===== config.mk =====
export PLATFORM = sky130hd
export DESIGN_NAME = pwm_multi
export DESIGN_NICKNAME = d
export VERILOG_FILES = /design/src/rtl/pwm_multi.sv
export SDC_FILE = /design/constraint.sdc
export NUM_CORES = 1
export LEC_CHECK = 0
export ABC_AREA = 0
export CAP_MARGIN = 40
export CORE_MARGIN = 5
export CORE_UTILIZATION = 51
export CTS_BUF_LIST = sky130_fd_sc_hd__clkbuf_16
export CTS_CLUSTER_SIZE = 25
export DETAILED_ROUTE_END_ITERATION = 8
export PLACE_DENSITY = 0.79
export SLEW_MARGIN = 10
export SYNTH_ARGS = -nofsm -noshare
export SYNTH_HDL_FRONTEND = slang
export SYNTH_SLANG_ARGS = --single-unit

===== constraint.sdc =====
create_clock -name clk -period 2.85 [get_ports clk]
set_input_delay 0.57 -clock clk [delete_from_list [all_inputs] [get_ports clk]]
set_output_delay 0.57 -clock clk [all_outputs]
set_load 0.02 [all_outputs]

===== src/rtl/pwm_multi.sv =====
// Multi-channel PWM generator with shared period/prescaler, edge or center alignment and
// double-buffered config. Optional per-channel phase offset when PWM_PHASE_EN is defined.
module pwm_multi #(
  parameter int NUM_CH         = 4,
  parameter int CNT_WIDTH      = 10,
  parameter int PRESCALE_WIDTH = 8
) (
  input  logic                          clk,
  input  logic                          reset,
  input  logic                          enable,
  input  logic                          update,
  input  logic [CNT_WIDTH-1:0]          period,
  input  logic [PRESCALE_WIDTH-1:0]     prescale,
  input  logic                          center_aligned,
  input  logic [NUM_CH*CNT_WIDTH-1:0]   duty,
`ifdef PWM_PHASE_EN
  input  logic [NUM_CH*CNT_WIDTH-1:0]   phase,
`endif
  input  logic [NUM_CH-1:0]             active_high,
  output logic [NUM_CH-1:0]             pwm_out,
  output logic                          period_start,
  output logic                          update_pending
);

  logic [PRESCALE_WIDTH-1:0]   pre_cnt_q, pre_cnt_d;
  logic [CNT_WIDTH-1:0]        cnt_q, cnt_d;
  logic                        dir_down_q, dir_down_d;

  logic [CNT_WIDTH-1:0]        period_act_q, period_act_d;
  logic [PRESCALE_WIDTH-1:0]   prescale_act_q, prescale_act_d;
  logic                        center_act_q, center_act_d;
  logic [NUM_CH*CNT_WIDTH-1:0] duty_act_q, duty_act_d;

  logic [CNT_WIDTH-1:0]        period_pend_q, period_pend_d;
  logic [PRESCALE_WIDTH-1:0]   prescale_pend_q, prescale_pend_d;
  logic                        center_pend_q, center_pend_d;
  logic [NUM_CH*CNT_WIDTH-1:0] duty_pend_q, duty_pend_d;

`ifdef PWM_PHASE_EN
  logic [NUM_CH*CNT_WIDTH-1:0] phase_act_q, phase_act_d;
  logic [NUM_CH*CNT_WIDTH-1:0] phase_pend_q, phase_pend_d;
`endif

  logic                        update_pending_q, update_pending_d;
  logic                        update_prev_q;
  logic [NUM_CH-1:0]           pwm_q, pwm_d;
  logic                        period_start_q, period_start_d;

  logic                        update_edge;
  logic                        tick;
  logic                        period_zero;
  logic [CNT_WIDTH-1:0]        period_m1;
  logic                        at_top;
  logic                        period_end;
  logic                        apply_pending;
  logic [CNT_WIDTH-1:0]        cmp_val [NUM_CH];

  assign update_edge   = update & ~update_prev_q;
  assign tick          = enable && (pre_cnt_q == prescale_act_q);
  assign period_zero   = (period_act_q == '0);
  assign period_m1     = period_act_q - CNT_WIDTH'(1);
  assign at_top        = (cnt_q == period_m1);
  // With P==0 every tick counts as a period end so a pending config can always land.
  assign period_end    = tick && (period_zero ||
                                  (center_act_q ? (dir_down_q && (cnt_q == '0)) : at_top));
  assign apply_pending = period_end && update_pending_q;

  always_comb begin
    pre_cnt_d  = pre_cnt_q;
    cnt_d      = cnt_q;
    dir_down_d = dir_down_q;
    if (!enable) begin
      pre_cnt_d  = '0;
      cnt_d      = '0;
      dir_down_d = 1'b0;
    end else if (tick) begin
      pre_cnt_d = '0;
      if (period_zero) begin
        cnt_d      = '0;
        dir_down_d = 1'b0;
      end else if (!center_act_q) begin
        cnt_d      = at_top ? '0 : cnt_q + CNT_WIDTH'(1);
        dir_down_d = 1'b0;
      end else if (!dir_down_q) begin
        // Top value is visited twice: hold the count and only flip direction.
        if (at_top) dir_down_d = 1'b1;
        else        cnt_d      = cnt_q + CNT_WIDTH'(1);
      end else begin
        if (cnt_q == '0) dir_down_d = 1'b0;
        else             cnt_d      = cnt_q - CNT_WIDTH'(1);
      end
      if (apply_pending) begin
        cnt_d      = '0;
        dir_down_d = 1'b0;
      end
    end else begin
      pre_cnt_d = pre_cnt_q + PRESCALE_WIDTH'(1);
    end
  end

  always_comb begin
    period_act_d     = period_act_q;
    prescale_act_d   = prescale_act_q;
    center_act_d     = center_act_q;
    duty_act_d       = duty_act_q;
    period_pend_d    = period_pend_q;
    prescale_pend_d  = prescale_pend_q;
    center_pend_d    = center_pend_q;
    duty_pend_d      = duty_pend_q;
`ifdef PWM_PHASE_EN
    phase_act_d      = phase_act_q;
    phase_pend_d     = phase_pend_q;
`endif
    update_pending_d = update_pending_q;
    if (apply_pending) begin
      period_act_d     = period_pend_q;
      prescale_act_d   = prescale_pend_q;
      center_act_d     = center_pend_q;
      duty_act_d       = duty_pend_q;
`ifdef PWM_PHASE_EN
      phase_act_d      = phase_pend_q;
`endif
      update_pending_d = 1'b0;
    end
    // Capture after the transfer so a coincident edge stays pending for the next period.
    if (update_edge) begin
      period_pend_d    = period;
      prescale_pend_d  = prescale;
      center_pend_d    = center_aligned;
      duty_pend_d      = duty;
`ifdef PWM_PHASE_EN
      phase_pend_d     = phase;
`endif
      update_pending_d = 1'b1;
    end
  end

`ifdef PWM_PHASE_EN
  logic [CNT_WIDTH-1:0] phase_mod;
  logic [CNT_WIDTH:0]   phase_sum;

  always_comb begin
    phase_mod = '0;
    phase_sum = '0;
    for (int i = 0; i < NUM_CH; i++) begin
      cmp_val[i] = cnt_q;
      if (!center_act_q && !period_zero) begin
        phase_mod = phase_act_q[i*CNT_WIDTH +: CNT_WIDTH] % period_act_q;
        phase_sum = {1'b0, cnt_q} + {1'b0, phase_mod};
        if (phase_sum >= {1'b0, period_act_q}) phase_sum = phase_sum - {1'b0, period_act_q};
        cmp_val[i] = phase_sum[CNT_WIDTH-1:0];
      end
    end
  end
`else
  always_comb begin
    for (int i = 0; i < NUM_CH; i++) cmp_val[i] = cnt_q;
  end
`endif

  always_comb begin
    pwm_d = pwm_q;
    if (!enable) begin
      pwm_d = ~active_high;
    end else if (tick) begin
      for (int i = 0; i < NUM_CH; i++) begin
        pwm_d[i] = (!period_zero && (cmp_val[i] < duty_act_q[i*CNT_WIDTH +: CNT_WIDTH]))
                   ? active_high[i] : ~active_high[i];
      end
    end
    period_start_d = period_end;
  end

  always_ff @(posedge clk) begin
    // Tracking update through reset keeps a level held across reset from reading as an edge.
    update_prev_q <= update;
    if (reset) begin
      pre_cnt_q        <= '0;
      cnt_q            <= '0;
      dir_down_q       <= 1'b0;
      period_act_q     <= '0;
      prescale_act_q   <= '0;
      center_act_q     <= 1'b0;
      duty_act_q       <= '0;
      period_pend_q    <= '0;
      prescale_pend_q  <= '0;
      center_pend_q    <= 1'b0;
      duty_pend_q      <= '0;
`ifdef PWM_PHASE_EN
      phase_act_q      <= '0;
      phase_pend_q     <= '0;
`endif
      update_pending_q <= 1'b0;
      pwm_q            <= '0;
      period_start_q   <= 1'b0;
    end else begin
      pre_cnt_q        <= pre_cnt_d;
      cnt_q            <= cnt_d;
      dir_down_q       <= dir_down_d;
      period_act_q     <= period_act_d;
      prescale_act_q   <= prescale_act_d;
      center_act_q     <= center_act_d;
      duty_act_q       <= duty_act_d;
      period_pend_q    <= period_pend_d;
      prescale_pend_q  <= prescale_pend_d;
      center_pend_q    <= center_pend_d;
      duty_pend_q      <= duty_pend_d;
`ifdef PWM_PHASE_EN
      phase_act_q      <= phase_act_d;
      phase_pend_q     <= phase_pend_d;
`endif
      update_pending_q <= update_pending_d;
      pwm_q            <= pwm_d;
      period_start_q   <= period_start_d;
    end
  end

  assign pwm_out        = pwm_q;
  assign period_start   = period_start_q;
  assign update_pending = update_pending_q;

endmodule


== Word-level counts from Yosys, hierarchy flattened ==
Cells that the tools add are included.
Word-level totals
  logic and storage cells: 74
  bits of input ports: 67
  bits in registers: 144
Cells by class
  bitwise operators: 8
  $lt $le $gt $ge: 4
  reduce and logical (&&, ||, !) cells: 16
  muxes and demuxes: 22
  eq/ne operators: 5
  add/sub/neg operators: 4
Operators by type and width (count)
  $mux 10: 7
  $lt 10x10->1: 4
  $logic_not 10->1: 2
  $sub 10x1->10 const B: 2
  $mux 1: 13
  $add 10x1->10 const B: 1
  $eq 10x10->1: 1
  $add 8x1->8 const B: 1
  $eq 8x8->1: 1
  $logic_and 1x1->1: 8
  $mux 4: 2
  $not 1->1: 6
  $ne 5x4->1 const B: 1
  $ne 5x5->1 const B: 1
  $not 4->4: 1
  $reduce_and 3->1: 1
  $reduce_or 3->1: 1
  $ne 2x1->1 const B: 1
  $reduce_bool 2->1: 1
  $reduce_or 2->1: 1
  $and 1x1->1: 1
  $logic_not 1->1: 1
  $logic_or 1x1->1: 1

== Logic depth before layout (Yosys ltp) ==
Gate-level depths: netlist of run 1.
  depth in word-level cells: 8
  mapped depth: 13

== Worst setup path after synthesis of run 1 ==
OpenSTA, ideal clock, no wires.
  path kind: register -> register
  from: reg period_act_q[0]
  to: reg period_act_q[2]
  data arrival time: 2.905 ns
  stages on the path, launching flop included: 14
  path slack: -0.182 ns
  period minus slack after synthesis: 3.032 ns
  cells stage by stage: dfxtp_1 > inv_1 > ha_1 > buf_4 > or4b_4 > nor3_1 > o2111ai_1 > a311o_1 > o31a_1 > a211oi_2 > buf_6 > buf_8 > mux2i_1 > nor2_1
On the way
  word-level cells in the longest chain between the ends: 6
Ends and longest elaborated chain
  start: declaration: line 29  | logic [CNT_WIDTH-1:0] period_act_q, period_act_d;
  start signal: assignment: line 200  | period_act_q <= period_act_d;
  $sub 10x1->10: line 61  | assign period_m1 = period_act_q - CNT_WIDTH'(1);
  $eq 10x10->1: line 62  | assign at_top = (cnt_q == period_m1);
  $mux 1: line 65  | (center_act_q ? (dir_down_q && (cnt_q == '0)) : at_top));
  $logic_or 1x1->1 *: line 64  | assign period_end = tick && (period_zero ||
  $logic_and 1x1->1 *: line 64
  $logic_and 1x1->1 *: line 66  | assign apply_pending = period_end && update_pending_q;
Mark *: on every way between the ends. The rest lies on a longest branch, timed or not.
A chain may end at the register's enable or synchronous reset.

== Worst setup path after layout of run 1 ==
  from: reg period_act_q[1]
  to: reg cnt_q[9]
On the way
  word-level cells in the longest chain between the ends: 8
Ends and longest elaborated chain
  $sub 10x1->10: line 61
  $eq 10x10->1: line 62
  $mux 1: line 65
  $logic_or 1x1->1: line 64
  $logic_and 1x1->1: line 64
  $logic_and 1x1->1: line 66
  $ne 5x5->1 (no line) / $ne 5x4->1 (equally long branches)
  $reduce_and 3->1 (no line)
  end signal: assignment: line 198  | cnt_q <= cnt_d;
  end: declaration: line 26  | logic [CNT_WIDTH-1:0] cnt_q, cnt_d;
Parallel ways exist; a longest one is shown, timed or not.

==> out/metrics.csv, run 1 <==
metric,value,unit
outcome,"finished, violations left",
failing checks,negative setup slack,
critical path buffer and inverter count,3,
count of nets left with antenna violations after detail routing,0,
share of async-settable or async-resettable flops after synthesis,0,
share of cells above drive strength 1,0.122,
number of antenna violations at the first check in global routing,0,
largest fanout on the critical path,3,
largest stage delay on the critical path,490,ps
CTS H-tree lvls,4,
arrival time reported for the critical path endpoint,3280,ps
f_max,0.341,GHz
count of synthesis-stage warnings from yosys,0,
number of placed I/O pins,73,
"critical path, cell by cell","inv_2, ha_4, or4b_4, o21a_1, o2111ai_1, a311o_1, buf_4, buf_6, nor4_4, or3_4, or4_4, a211oi_2",
pin count of the biggest net entering global routing,51,
final antenna diode count,0,
core region area,13100,sq um
Crit-path slowest cell,sky130_fd_sc_hd__or4_4,
startpoint type of the worst setup path,flop,
vias in the first global route,5388,
GRT Resource Usage Total,0.197,
Critical Setup Path Class,flop to flop,
number of standard cells after synthesis,777,
final setup skew,7.22,ps
flip-flop and latch count after synthesis,144,
final layout net count,983,
number of enable flip-flop cells after synthesis,0,
global-route wire length before repair,25.3,mm
Max rail drop VDD,0.000490,V
net count of the mapped netlist,885,
library cell with the largest summed area after synthesis,sky130_fd_sc_hd__dfxtp_1,
kind of cell adding the most delay to the critical path,simple AND/OR/NAND/NOR gates,
I/O Buffers,72,
most instantiated flip-flop cell in the synthesis netlist,sky130_fd_sc_hd__dfxtp_1,
total congestion overflow after global routing,0,
leading post-synthesis cells by cell area,"sky130_fd_sc_hd__dfxtp_1, sky130_fd_sc_hd__mux2i_1, sky130_fd_sc_hd__ha_1",
sequential element share of the synthesized area,0.425,
clock transition at the registers of the reported paths,60,ps
clk buf depth,2,
least setup slack across all paths after layout,-84.7,ps
CTS tree,built,
worst hold path class,flop to flop,
average footprint of a synthesized cell,8.72,sq um
standby leakage power,3.23,nW
total via count after detailed routing,5582,
Chip Height,125,microns
total half-perimeter wirelength after legalization and detailed placement,10.6,mm
max-slew violation count,0,
Max transition margin,0.527,
clock sinks,144,
detailed-route DRC error count,0,
vias per cell,5.25,
clk_lat worst skew,430,ps
total power after layout,4.71,mW
CTS buffer count,17,
Post-CTS Hold Fix Bufs,0,
Die Width,125,microns
data required time of the worst path,3190,ps
count of different cell masters after synthesis,52,
netlist area before placement,6780,sq um
share of Yosys cell area claimed by the top area cell type,0.425,
power density of the placed cells,546,nW/um^2
count of maximum capacitance violations,0,
final routed wirelength across all metal layers,15.3,mm
type of destination of the critical path,flop,
master cell of the clock root buffer,sky130_fd_sc_hd__clkbuf_16,
Rows,42,
Worst-Margin Slew,710,ps
final critical delay including setup and external delays,2930,ps
area of the die,15700,sq um
number of hold violations in the final report,0,
gpl congestion,0.936,
Detailed Routing Iterations Pass 1,5,
period utilisation layout,1.03,
starting utilization of the core area,0.516,
detail-routed net length per standard cell,14.4,microns
number of DRC markers after the initial detailed-route iteration,305,
Area growth syn-to-layout,27.3,%
final core utilization,0.656,
Setup-failing EPs final,48,
unrepaired setup endpoints after global routing,true,
cell usage in the layout (no fill, tap or decap), types with 7 or more instances in the layout:
| cell | instances |
|---|---|
| sky130_fd_sc_hd__a21oi_1 | 73 |
| sky130_fd_sc_hd__o21ai_0 | 12 |
| sky130_fd_sc_hd__nand2_1 | 135 |
| sky130_fd_sc_hd__nor4_1 | 7 |
| sky130_fd_sc_hd__buf_4 | 37 |
| sky130_fd_sc_hd__mux2i_1 | 56 |
| sky130_fd_sc_hd__nand3_1 | 11 |
| sky130_fd_sc_hd__nand2b_1 | 11 |
| sky130_fd_sc_hd__a21o_1 | 9 |
| sky130_fd_sc_hd__nor2_1 | 76 |
| sky130_fd_sc_hd__ha_1 | 40 |
| sky130_fd_sc_hd__clkbuf_16 | 17 |
| sky130_fd_sc_hd__dfxtp_1 | 142 |
| sky130_fd_sc_hd__xnor2_1 | 15 |
| sky130_fd_sc_hd__clkdlybuf4s50_1 | 71 |
| sky130_fd_sc_hd__inv_1 | 41 |
| sky130_fd_sc_hd__xor2_1 | 17 |
report_power, final:
group          switching [mW]  leakage, nW  internal (mW)
sequential             0.0329         1.17           2.07
combinational           0.184         1.78          0.206
clock                   0.852        0.282           1.37
final timing paths:
path	slack, ps	start	end	cells past startpoint
worst min register to register	460	duty_pend_q[32]	duty_pend_q[32]	2
worst max register to register	-80	period_act_q[1]	cnt_q[9]	12
worst max-delay path	-80	period_act_q[1]	cnt_q[9]	12
worst min-delay path	460	duty_pend_q[32]	duty_pend_q[32]	2
metal layers:
metal	global-route usage	up-vias	share of wire	wire length [microns]
met4	0.0804	0	0.023	351
li1	-	2838	-	-
met2	0.329	115	0.49	7440
met5	0	-	0	0
met1	0.246	2605	0.45	6840
met3	0.0435	24	0.044	670
what timing repair did:
item	CTS	global route
cloned	1	0
setup endpoints to repair	59	69
buffers inserted	2	4
pin swaps	5	10
resized for setup	5	17
Yosys cell counts, types with 2 or more instances:
cell,number
sky130_fd_sc_hd__a2111oi_0,4
sky130_fd_sc_hd__a211oi_1,2
sky130_fd_sc_hd__a211oi_2,2
sky130_fd_sc_hd__a21bo_2,2
sky130_fd_sc_hd__a21o_1,9
sky130_fd_sc_hd__a21oi_1,78
sky130_fd_sc_hd__a22o_1,4
sky130_fd_sc_hd__a31oi_1,3
sky130_fd_sc_hd__a41oi_1,6
sky130_fd_sc_hd__and2_1,4
sky130_fd_sc_hd__and3_1,5
sky130_fd_sc_hd__buf_12,5
sky130_fd_sc_hd__clkbuf_1,31
sky130_fd_sc_hd__dfxtp_1,144
sky130_fd_sc_hd__ha_1,41
sky130_fd_sc_hd__inv_1,42
sky130_fd_sc_hd__mux2i_1,59
sky130_fd_sc_hd__nand2_1,135
sky130_fd_sc_hd__nand2b_1,12
sky130_fd_sc_hd__nand3_1,11
sky130_fd_sc_hd__nand3b_1,4
sky130_fd_sc_hd__nand4_1,3
sky130_fd_sc_hd__nor2_1,78
sky130_fd_sc_hd__nor3_1,8
sky130_fd_sc_hd__nor4_1,7
sky130_fd_sc_hd__o2111ai_1,2
sky130_fd_sc_hd__o21ai_0,12
sky130_fd_sc_hd__o31ai_1,4
sky130_fd_sc_hd__or3_1,5
sky130_fd_sc_hd__or4_1,3
sky130_fd_sc_hd__xnor2_1,15
sky130_fd_sc_hd__xor2_1,17
per-stage QoR:
step	std cells	hold slack, ps	setup slack, ps	instance area, sq um	TNS, ps
floorplan	777	436	-52.0	6800	-2740
global placement	1027	444	1.49	7890	0
detailed placement	1027	447	-70.9	7890	-1880
CTS	1062	456	-113	8540	-2570
global route	1064	470	-202	8620	-10490
finish	1064	455	-84.7	8620	-968
area by class of cell:
type,instances,area [sq um]
fillers,1078,4510
multi-input cells,551,3590
flip-flops and latches,144,2890
repair buffers,119,1180
clock buffers,17,425
well taps,176,220
clock inverters,15,168
inverters,42,158
tightest hold or removal path: stages, from the launching register on:
cell and delay (ps):
sky130_fd_sc_hd__dfxtp_1 300, sky130_fd_sc_hd__nand2_1 50, sky130_fd_sc_hd__a21oi_1 50
registers in the layout, indices dropped and copies added, names as in the netlist:
| signal | cells |
|---|---|
| center_act_q | 1 |
| center_pend_q | 1 |
| cnt_q | 10 |
| dir_down_q | 1 |
| duty_act_q | 40 |
| duty_pend_q | 40 |
| period_act_q | 10 |
| period_pend_q | 10 |
| period_start | 1 |
| pre_cnt_q | 8 |
| prescale_act_q | 8 |
| prescale_pend_q | 8 |
| pwm_out | 4 |
| update_pending | 1 |
| update_prev_q | 1 |
kinds of logic (layout without fill, tap and decap cells):
group                      count (synthesis)  in the layout  share of synthesized area
AOI/OAI and AO/OA                        137            137                      0.125
and+or+nand+nor                          281            281                      0.183
muxes                                     60             60                     0.0888
buffers and inverters                     82            193                     0.0607
adders and majority gates                 41             41                     0.0757
xor gates and xnor gates                  32             32                     0.0414
DFF                                      144            144                      0.425
No activity file was read; power rests on OpenSTA's default activity.
==> inputs of run 2 (changes only) <==
--- a/config.mk
+++ b/config.mk
@@ -5,13 +5,14 @@
 export SDC_FILE = /design/constraint.sdc
 export NUM_CORES = 1
 export LEC_CHECK = 0
-export ABC_AREA = 0
+export ABC_AREA = 1
 export CAP_MARGIN = 40
 export CORE_MARGIN = 5
 export CORE_UTILIZATION = 51
 export CTS_BUF_LIST = sky130_fd_sc_hd__clkbuf_16
 export CTS_CLUSTER_SIZE = 25
 export DETAILED_ROUTE_END_ITERATION = 8
+export GPL_ROUTABILITY_DRIVEN = 0
 export PLACE_DENSITY = 0.79
 export SLEW_MARGIN = 10
 export SYNTH_ARGS = -nofsm -noshare
==> run 2 against run 1 <==
Net effect: the flow now finishes without violations; sequential cell count unchanged; routed wire length rose by 10%; count of clock-buffer cells in the layout did not move; area after synthesis grew 3.4%; critical endpoint is now prescale_act_q[2]; largest cell class unchanged; highest routed layer unchanged.
==> out/metrics.csv, run 2 <==
metric,value,unit,change
critical path buffer and inverter count,4,,+1
count of synthesis-stage warnings from yosys,0,,unchanged
count of different cell masters after synthesis,30,,-42%
kind of cell adding the most delay to the critical path,simple AND/OR/NAND/NOR gates,,
switching power share of the total,0.290,,+0.0634
I/O Buffers,72,,unchanged
Resized cells post-CTS,0,,-5
largest stage delay on the critical path,340,ps,-150 ps
"critical path, cell by cell","inv_2, ha_1, inv_1, nand2_1, nand2_1, nor2_1, nand2_1, nor2_2, nand3_1, nor2_2, nand3_1, nand3_2, nand3_4, buf_4, inv_2, nand2_1, a21oi_1",,
final setup skew,8.31,ps,+1.09 ps
share of cells above drive strength 1,0.0672,,-0.0544
Sequential Area,2880,sq um,about the same
total power after layout,5.23,mW,+11%
Chip Height,127,microns,+1.5%
Max rail drop VDD,0.000440,V,-10%
Detailed Routing Iterations Pass 1,5,,unchanged
CTS buffer count,17,,unchanged
total via count after detailed routing,6399,,+15%
number of standard cells after synthesis,975,,+25%
netlist area before placement,7010,sq um,+3.4%
final core utilization,0.635,,-0.0211
detail-routed net length per standard cell,13.7,microns,-4.7%
sequential element share of the synthesized area,0.412,,-0.0139
number of hold violations in the final report,0,,unchanged
number of filler cells placed in the layout,1192,,+11%
number of DRC markers after the initial detailed-route iteration,538,,+76%
Worst-Margin Slew,457,ps,-253 ps
final antenna diode count,0,,unchanged
clk buf depth,2,,unchanged
power density of the placed cells,617,nW/um^2,+13%
final layout net count,1151,,+17%
arrival time reported for the critical path endpoint,2780,ps,-500 ps
pin count of the biggest net entering global routing,80,,+57%
Crit. Startpoint,period_act_q[0],,
f_max,0.412,GHz,+21%
core region area,13300,sq um,+1.6%
Rows,42,,unchanged
flip-flop and latch count after synthesis,144,,unchanged
combinational share of power,0.174,,+0.091
worst hold path startpoint,duty_act_q[9],,
detailed-route DRC error count,0,,unchanged
clock transition at the registers of the reported paths,60,ps,about the same
type of destination of the critical path,flop,,
power share of the sequential group,0.421,,-0.025
startpoint type of the worst setup path,flop,,
largest fanout on the critical path,14,,+11
number of antenna violations at the first check in global routing,0,,unchanged
leading post-synthesis cells by cell area,"sky130_fd_sc_hd__dfxtp_1, sky130_fd_sc_hd__nor2_1, sky130_fd_sc_hd__o21ai_0",,
number of placed I/O pins,73,,unchanged
outcome,"finished, final reports clean",,
Crit-path slowest cell,sky130_fd_sc_hd__dfxtp_1,,
vias per cell,5.19,,-1.0%
max-slew violation count,0,,unchanged
worst hold path class,flop to flop,,
master cell of the clock root buffer,sky130_fd_sc_hd__clkbuf_16,,
most used standard cell by instance count after synthesis,sky130_fd_sc_hd__nor2_1,,
area of the die,16200,sq um,+3.1%
final critical delay including setup and external delays,2430,ps,-509 ps
CTS H-tree lvls,4,,unchanged
final routed wirelength across all metal layers,16.9,mm,+10%
most instantiated flip-flop cell in the synthesis netlist,sky130_fd_sc_hd__dfxtp_1,,
GRT Resource Usage Total,0.215,,+0.0181
Die Width,127,microns,+1.5%
"top library cells by usage in the layout, fill and taps aside","sky130_fd_sc_hd__nor2_1, sky130_fd_sc_hd__nand2_1, sky130_fd_sc_hd__dfxtp_1",,
placed cell count,1200,,+17%
Critical Setup Path Class,flop to flop,,
clock sinks,144,,unchanged
share of async-settable or async-resettable flops after synthesis,0,,unchanged
standby leakage power,3.63,nW,+12%
library cell with the largest summed area after synthesis,sky130_fd_sc_hd__dfxtp_1,,
cell types with the highest counts after synthesis,"sky130_fd_sc_hd__nor2_1, sky130_fd_sc_hd__nand2_1, sky130_fd_sc_hd__dfxtp_1",,
clk_lat worst skew,430,ps,about the same
most common library cell in the layout ignoring fill and taps,sky130_fd_sc_hd__nor2_1,,
total half-perimeter wirelength after legalization and detailed placement,11.9,mm,+12%
count of maximum capacitance violations,0,,unchanged
startpoint of the worst-slack reg-to-reg timing path,period_act_q[0],,
total congestion overflow after global routing,0,,unchanged
CTS tree,built,,
unrepaired setup endpoints after global routing,false,,
global-route wire length before repair,28.2,mm,+12%
period utilisation layout,0.851,,-0.179
multi-input combinational cell area,3570,sq um,-0.49%
Setup-failing EPs final,0,,-100%
starting utilization of the core area,0.525,,+0.00903
Post-CTS Hold Fix Bufs,0,,unchanged
WHS,460,ps,+4.50 ps
Internal Dissipation,3.71,mW,+2.0%
switching power,1.52,mW,+42%
share of Yosys cell area claimed by the top area cell type,0.412,,-0.0139
post-CTS setup repair buffer count,0,,-2
Max transition margin,0.695,,+0.169
Clock Power Share,0.405,,-0.066
count of nets left with antenna violations after detail routing,0,,unchanged
setup TNS,0,ps,+968 ps
data required time of the worst path,3210,ps,+20 ps
cell repeated most along the worst path,sky130_fd_sc_hd__nand2_1,,
Area growth syn-to-layout,21.0,%,
number of enable flip-flop cells after synthesis,0,,unchanged
fin cells,1232,,+16%
average footprint of a synthesized cell,7.19,sq um,-18%
top flop regs,"duty_act_q (40), duty_pend_q (40)",,
vias in the first global route,6030,,+12%
net count of the mapped netlist,1083,,+22%
## run 2: cell families (layout without fill, tap and decap cells)
logic type	after synthesis	after routing	synth area share
AO/OA/AOI/OAI	232	232	0.172
XOR/XNOR	27	27	0.0338
adder cells (fa/ha/maj)	41	41	0.0732
buffers and inverters	136	217	0.0795
flip-flops	144	144	0.412
AND/OR/NAND/NOR	395	395	0.230
## run 2: power groups by stage
| stage | clock [mW] | combinational, mW | sequential (mW) |
|---|---|---|---|
| after floorplan | 0 | 0.592 | 2.25 |
| after global placement | 0 | 0.878 | 2.25 |
| after detailed placement | 0 | 0.898 | 2.25 |
| after CTS | 2.14 | 0.906 | 2.20 |
| after global routing | 2.23 | 1.04 | 2.22 |
| final | 2.12 | 0.910 | 2.20 |
## run 2: cell type report
type	instances	share of cell area
Clock buffer	17	0.0502
Clock inverter	15	0.0159
Inverter	89	0.0394
Multi-Input combinational cell	695	0.421
Sequential cell	144	0.340
Tap cell	176	0.0260
Timing Repair Buffer	96	0.108
## run 2: worst reg2reg max path, cell delays in order (launching register included)
cell and delay, ps:
sky130_fd_sc_hd__dfxtp_1 340, sky130_fd_sc_hd__inv_2 70, sky130_fd_sc_hd__ha_1 290, sky130_fd_sc_hd__inv_1 40, sky130_fd_sc_hd__nand2_1 50, sky130_fd_sc_hd__nand2_1 40, sky130_fd_sc_hd__nor2_1 70, sky130_fd_sc_hd__nand2_1 80
sky130_fd_sc_hd__nor2_2 100, sky130_fd_sc_hd__nand3_1 90, sky130_fd_sc_hd__nor2_2 130, sky130_fd_sc_hd__nand3_1 130, sky130_fd_sc_hd__nand3_2 120, sky130_fd_sc_hd__nand3_4 140, sky130_fd_sc_hd__buf_4 200, sky130_fd_sc_hd__inv_2 210
sky130_fd_sc_hd__nand2_1 100, sky130_fd_sc_hd__a21oi_1 150
## run 2: per-layer routing
layer | part of all wire | vias up | track usage
met4 | 0.016 | 0 | 0.0732
met2 | 0.45 | 182 | 0.341
met3 | 0.076 | 24 | 0.0513
met5 | 0 | - | 0
li1 | - | 3316 | -
met1 | 0.46 | 2877 | 0.288
## run 2: per-stage QoR
step	setup WS (ps)	instance area, sq um
after floorplan	847	7010
after global placement	597	7920
after detailed placement	490	7920
after CTS	420	8480
after global routing	155	8480
final	424	8480
## run 2: path summary, 6_finish.rpt
kind	endpoint	slack (ps)	cells after the start
setup reg to reg	prescale_act_q[2]	420	17
hold reg to reg	duty_act_q[9]	460	2
setup / recovery	prescale_act_q[2]	420	17
hold / removal	duty_act_q[9]	460	2
==> RTL change 1, RTL diff (flow settings as in run 2) <==
The parameter `CNT_WIDTH` goes from 10 to 20.
--- a/src/rtl/pwm_multi.sv
+++ b/src/rtl/pwm_multi.sv
@@ -2,7 +2,7 @@
 // double-buffered config. Optional per-channel phase offset when PWM_PHASE_EN is defined.
 module pwm_multi #(
   parameter int NUM_CH         = 4,
-  parameter int CNT_WIDTH      = 10,
+  parameter int CNT_WIDTH      = 20,
   parameter int PRESCALE_WIDTH = 8
 ) (
   input  logic                          clk,
Ports: changed (resized duty and period); port bits go from 73 to 123. No check against the original RTL was run, so the function may have changed too.
==> RTL change 1 against run 2 <==
  * Sequential share of layout area fell by 1.7 points
  * Sequential cell count rose by 110
  * Clock skew fell by 0.0024 ns
  * Power rose to 3.8 times the old value
  * Routed wire length rose by 100%
  * Area after synthesis rose by 87%
  * Setup slack got worse by 0.29 ns
  * Final area rose by 86%
  * Die area rose by 79%
  * Sequential power rose by 130%
  * Critical path type unchanged
  * Largest cell class unchanged
  * Largest power group is now combinational logic
==> RTL change 1: results (changes against run 2) <==
CTS
  • Clk_lat worst skew: 0.53 ns (+0.10 ns)
  • Clock Path Buffers: 3 (+1)

Logic synthesis
  • Synth top cells by count: nor2_1, dfxtp_1, nand2_1, inv_1, o21ai_0
  • Top cells by area, synth: dfxtp_1, nor2_1, a211oi_2
  • Sequential cell area fraction in the yosys report: 38.8% (-2.3 points)
  • XOR/XNOR share of the synthesized area: 2.41% (-0.97 points)
  • Synth Area in Adders: 7.74% (+0.41 points)
  • Syn_nets: 1,935 (+79%)
  • Post-synthesis compound-gate area fraction: 18.8% (+1.6 points)
  • Syn_area_per_cell: 7.54 um^2 (+5.0%)

Setup path
  • Reg-to-Reg Start: cnt_q[0]
  • Crit path capture: duty_act_q[67]
  • Critical Path AT: 3.10 ns (+0.32 ns)
  • Max FO, Critical Path: 48 (+34)

STA
  • Worst-margin pin slew: 0.729 ns (+0.272 ns)
  • Clock Skew: 0.00591 ns (-0.00240 ns)
  • Fin Hold WS: 0.311 ns (-0.149 ns)
  • Final min period: 2.72 ns (+0.290 ns)

Placed design
  • Placed cell count: 2,142 (+79%)

Drt
  • Drt via density: 5.39 (+3.9%)
  • Iteration-0 DRC Markers: 1,000 (+86%)
  • Vias: 11,800 (+85%)

GRT
  • Tot GR Track Use: 22.7% (+1.2 points)
  • Largest net degree at the start of global routing: 110 (+38%)

Outcome
  • Run status: completed

Power
  • Worst vdd ir: 0.856 mV (+95%)

Final layout
  • Nets: 2,045 (+78%)
  • Layout fillers: 2,183 (+83%)
  • Largest regs: duty_act_q: 80 flops, duty_pend_q: 80 flops

Hold path
  • Hold Crit Class: primary input to flip-flop
[RTL change 1: layer usage]
layer / up-vias / track usage (%) / routed length, um / part of all wire (%)
met5: - / 0 / 0 / 0
met2: 364 / 40.1 / 17100 / 50
met4: 0 / 6.84 / 850 / 2.5
met3: 64 / 3.74 / 2370 / 6.9
li1: 5910 / - / - / -
met1: 5508 / 28.3 / 14000 / 41
[RTL change 1: metrics by stage]
stage / util [%] / area [um^2] / setup TNS, ns
floorplan: - / 13100 / 0
global placement: 58.2 / 14700 / 0
detailed placement: 58.2 / 14700 / 0
CTS: 61.4 / 15500 / 0
global route: 62.3 / 15700 / -0.00813
finish: 62.3 / 15700 / 0
[RTL change 1: layout make-up]
cell class | instances | area share, %
multi-input combinational | 1216 | 44.5
sequential | 254 | 32.3
timing repair buffer | 172 | 11.3
inverter | 177 | 4.23
clock buffer | 26 | 4.13
tap | 330 | 2.62
clock inverter | 21 | 0.906
[RTL change 1: worst min-delay path by stage]
stage | from | end
finish | reset | update_pending
global route | reset | update_pending
CTS | reset | update_pending
detailed placement | duty_act_q[0] | duty_act_q[0]
global placement | pre_cnt_q[0] | pre_cnt_q[0]
floorplan | pre_cnt_q[0] | pre_cnt_q[0]
[RTL change 1: cells by family after synthesis]
group | after synthesis
AOI/OAI and AO/OA | 341
adders and majority gates | 81
and+or+nand+nor | 758
xor gates and xnor gates | 36
buffers and inverters | 267
DFF | 254
[RTL change 1: repair_timing]
action,in CTS,in global routing
buffers inserted,0,4
gates resized for setup,0,40
endpoints found under the setup margin,0,128
[RTL change 1: report_power, final]
group | internal, mW | total (mW) | switching (mW)
Sequential | 4.54 | 5.08 | 0.542
Combinational | 4.28 | 11.7 | 7.44
Clock | 1.76 | 3.17 | 1.42
==> RTL change 2, RTL diff (settings of run 2) <==
Made on the original files. Put one more register stage on the output `pwm_out`, without a reset. The value now appears one clock later. The other outputs are not delayed to match.
--- a/src/rtl/pwm_multi.sv
+++ b/src/rtl/pwm_multi.sv
@@ -215,7 +215,9 @@
     end
   end
 
-  assign pwm_out        = pwm_q;
+  always_ff @(posedge clk) begin
+    pwm_out <= pwm_q;
+  end
   assign period_start   = period_start_q;
   assign update_pending = update_pending_q;
 
Formal check against the unedited RTL: not equivalent (a bounded check fails within 4 cycles, from zero or initial values and one cycle with reset high).
==> RTL change 2 against run 2 <==
  * Routed wire length down 3.0%
  * Area after synthesis hardly changed
  * First-iteration DRC count fell by 25%
  * Power rose by 2.3%
  * Final area hardly changed
  * Setup slack got worse by 0.13 ns
  * Largest power group unchanged
  * Synthesized cell count shrank 2.2%
  * Maximum frequency fell by 5.0%
  * Sequential cell count grew 4
  * Non-clock buffer count decreased by 5
  * Core utilization barely moved
==> RTL change 2: results (changes against run 2) <==
Drt
  • Iteration-0 DRC Markers: 406 (-25%)
  • Vias: 6,226 (-2.7%)
  • WL/cell: 13.6 um (-1.1%)

Hold path
  • Worst hold start: pwm_q[1]
  • Hold Path Stages: 0 (-2)
  • Hold Crit Endpoint: pwm_out[1]

Power
  • Switch Pwr: 1.44 mW (-5.4%)
  • P_leak: 3.67 nW (+1.3%)
  • Worst vdd ir: 0.463 mV (+5.1%)

Placed design
  • PortBufs: 72 (unchanged)
  • Cell Area, Placed: 7900 um^2 (-0.30%)
  • DP HPWL: 11,400 um (-4.7%)

Setup path
  • Critical Path AT: 2.86 ns (+0.08 ns)
  • Max FO, Critical Path: 56 (+42)
  • Largest stage delay on the critical path: 0.32 ns (-0.02 ns)
  • R2R Path End: prescale_act_q[6]
  • R2r setup slk: 0.30 ns (-0.13 ns)
  • Reg2Reg Depth: 14 (-3)

Logic synthesis
  • Syn Inst Count: 954 (-2.2%)
  • Top cells by area, synth: dfxtp_1, nor2_1, o21ai_0
  • Synth top cells by count: nor2_1, dfxtp_1, nand2_1, o21ai_0, inv_1
  • Post-synthesis compound-gate area fraction: 16.5% (-0.76 points)
  • Sequential cell area fraction in the yosys report: 42.3% (+1.1 points)
  • Syn_nets: 1,062 (-1.9%)
  • Post-synthesis mux area share: 0.143% (+0.14 points)
  • Yosys warns: 0 (unchanged)
  • XOR/XNOR share of the synthesized area: 3.50% (+0.12 points)
  • Synth Area in Adders: 7.32% (about the same)

Final layout
  • Layout fillers: 1,166 (-2.2%)
  • Layout cells sized above 1: 6.10% (-0.62 points)
  • Non-filler cells, final: 1,209 (-1.9%)
  • Reg area: 2960 um^2 (+2.8%)

STA
  • Worst-margin pin slew: 0.592 ns (+0.135 ns)
  • Clock Skew: 0.00792 ns (-0.000392 ns)
  • Fin Hold WS: 0.351 ns (-0.109 ns)

GRT
  • Global-route wire length before repair: 26,800 um (-5.2%)
  • Tot GR Track Use: 20.3% (-1.2 points)
  • Vias in the first global route: 5,812 (-3.6%)
  • Largest net degree at the start of global routing: 74 (-7.5%)

Outcome
  • Run status: completed
## RTL change 2: cell count changes in the layout (fill, tap and decap cells not counted), moves of 6 or more
| cell | delta |
|---|---|
| nand2_1 | -13 |
| inv_1 | +7 |
| nor2_1 | -12 |
| xor2_1 | +6 |
| buf_4 | -7 |
## RTL change 2: power by group through the flow
| stage | registers (mW) | clock network, mW | logic [mW] |
|---|---|---|---|
| after global placement | 2.32 | 0 | 0.863 |
| after global routing | 2.29 | 2.29 | 1.01 |
| after CTS | 2.28 | 2.20 | 0.890 |
| after floorplan | 2.31 | 0 | 0.595 |
| final | 2.28 | 2.18 | 0.894 |
| after detailed placement | 2.32 | 0 | 0.877 |
## RTL change 2: cell type report
type                    instances  share of cell area [%]
clock inverters                14                    1.73
multi-input cells             671                    41.2
clock buffers                  17                    5.02
inverters                      92                    4.09
flip-flops and latches        148                    35.0
well taps                     176                    2.60
repair buffers                 91                    10.4
## RTL change 2: logic make-up (layout without fill, tap and decap cells)
kind of cell | after synthesis | count (layout)
flops | 148 | 148
compound gates | 224 | 224
buf+inv | 135 | 214
mux | 1 | 1
fa+ha+maj | 41 | 41
simple gates | 377 | 377
xor+xnor | 28 | 28
## RTL change 2: per-stage QoR
stage / setup slack, ns / total power [mW]
floorplan: 0.747 / 2.91
global placement: 0.396 / 3.18
detailed placement: 0.304 / 3.20
CTS: 0.227 / 5.37
global route: 0.0290 / 5.59
finish: 0.298 / 5.35
## RTL change 2: routing by layer
layer  global-route usage [%]  vias to the layer above  routed length, um
li1                         -                     3242                  -
met1                     26.2                     2773               7440
met2                     33.3                      175               7580
met3                     4.84                       36               1000
met4                     7.26                        0                364
met5                        0                        -                  0
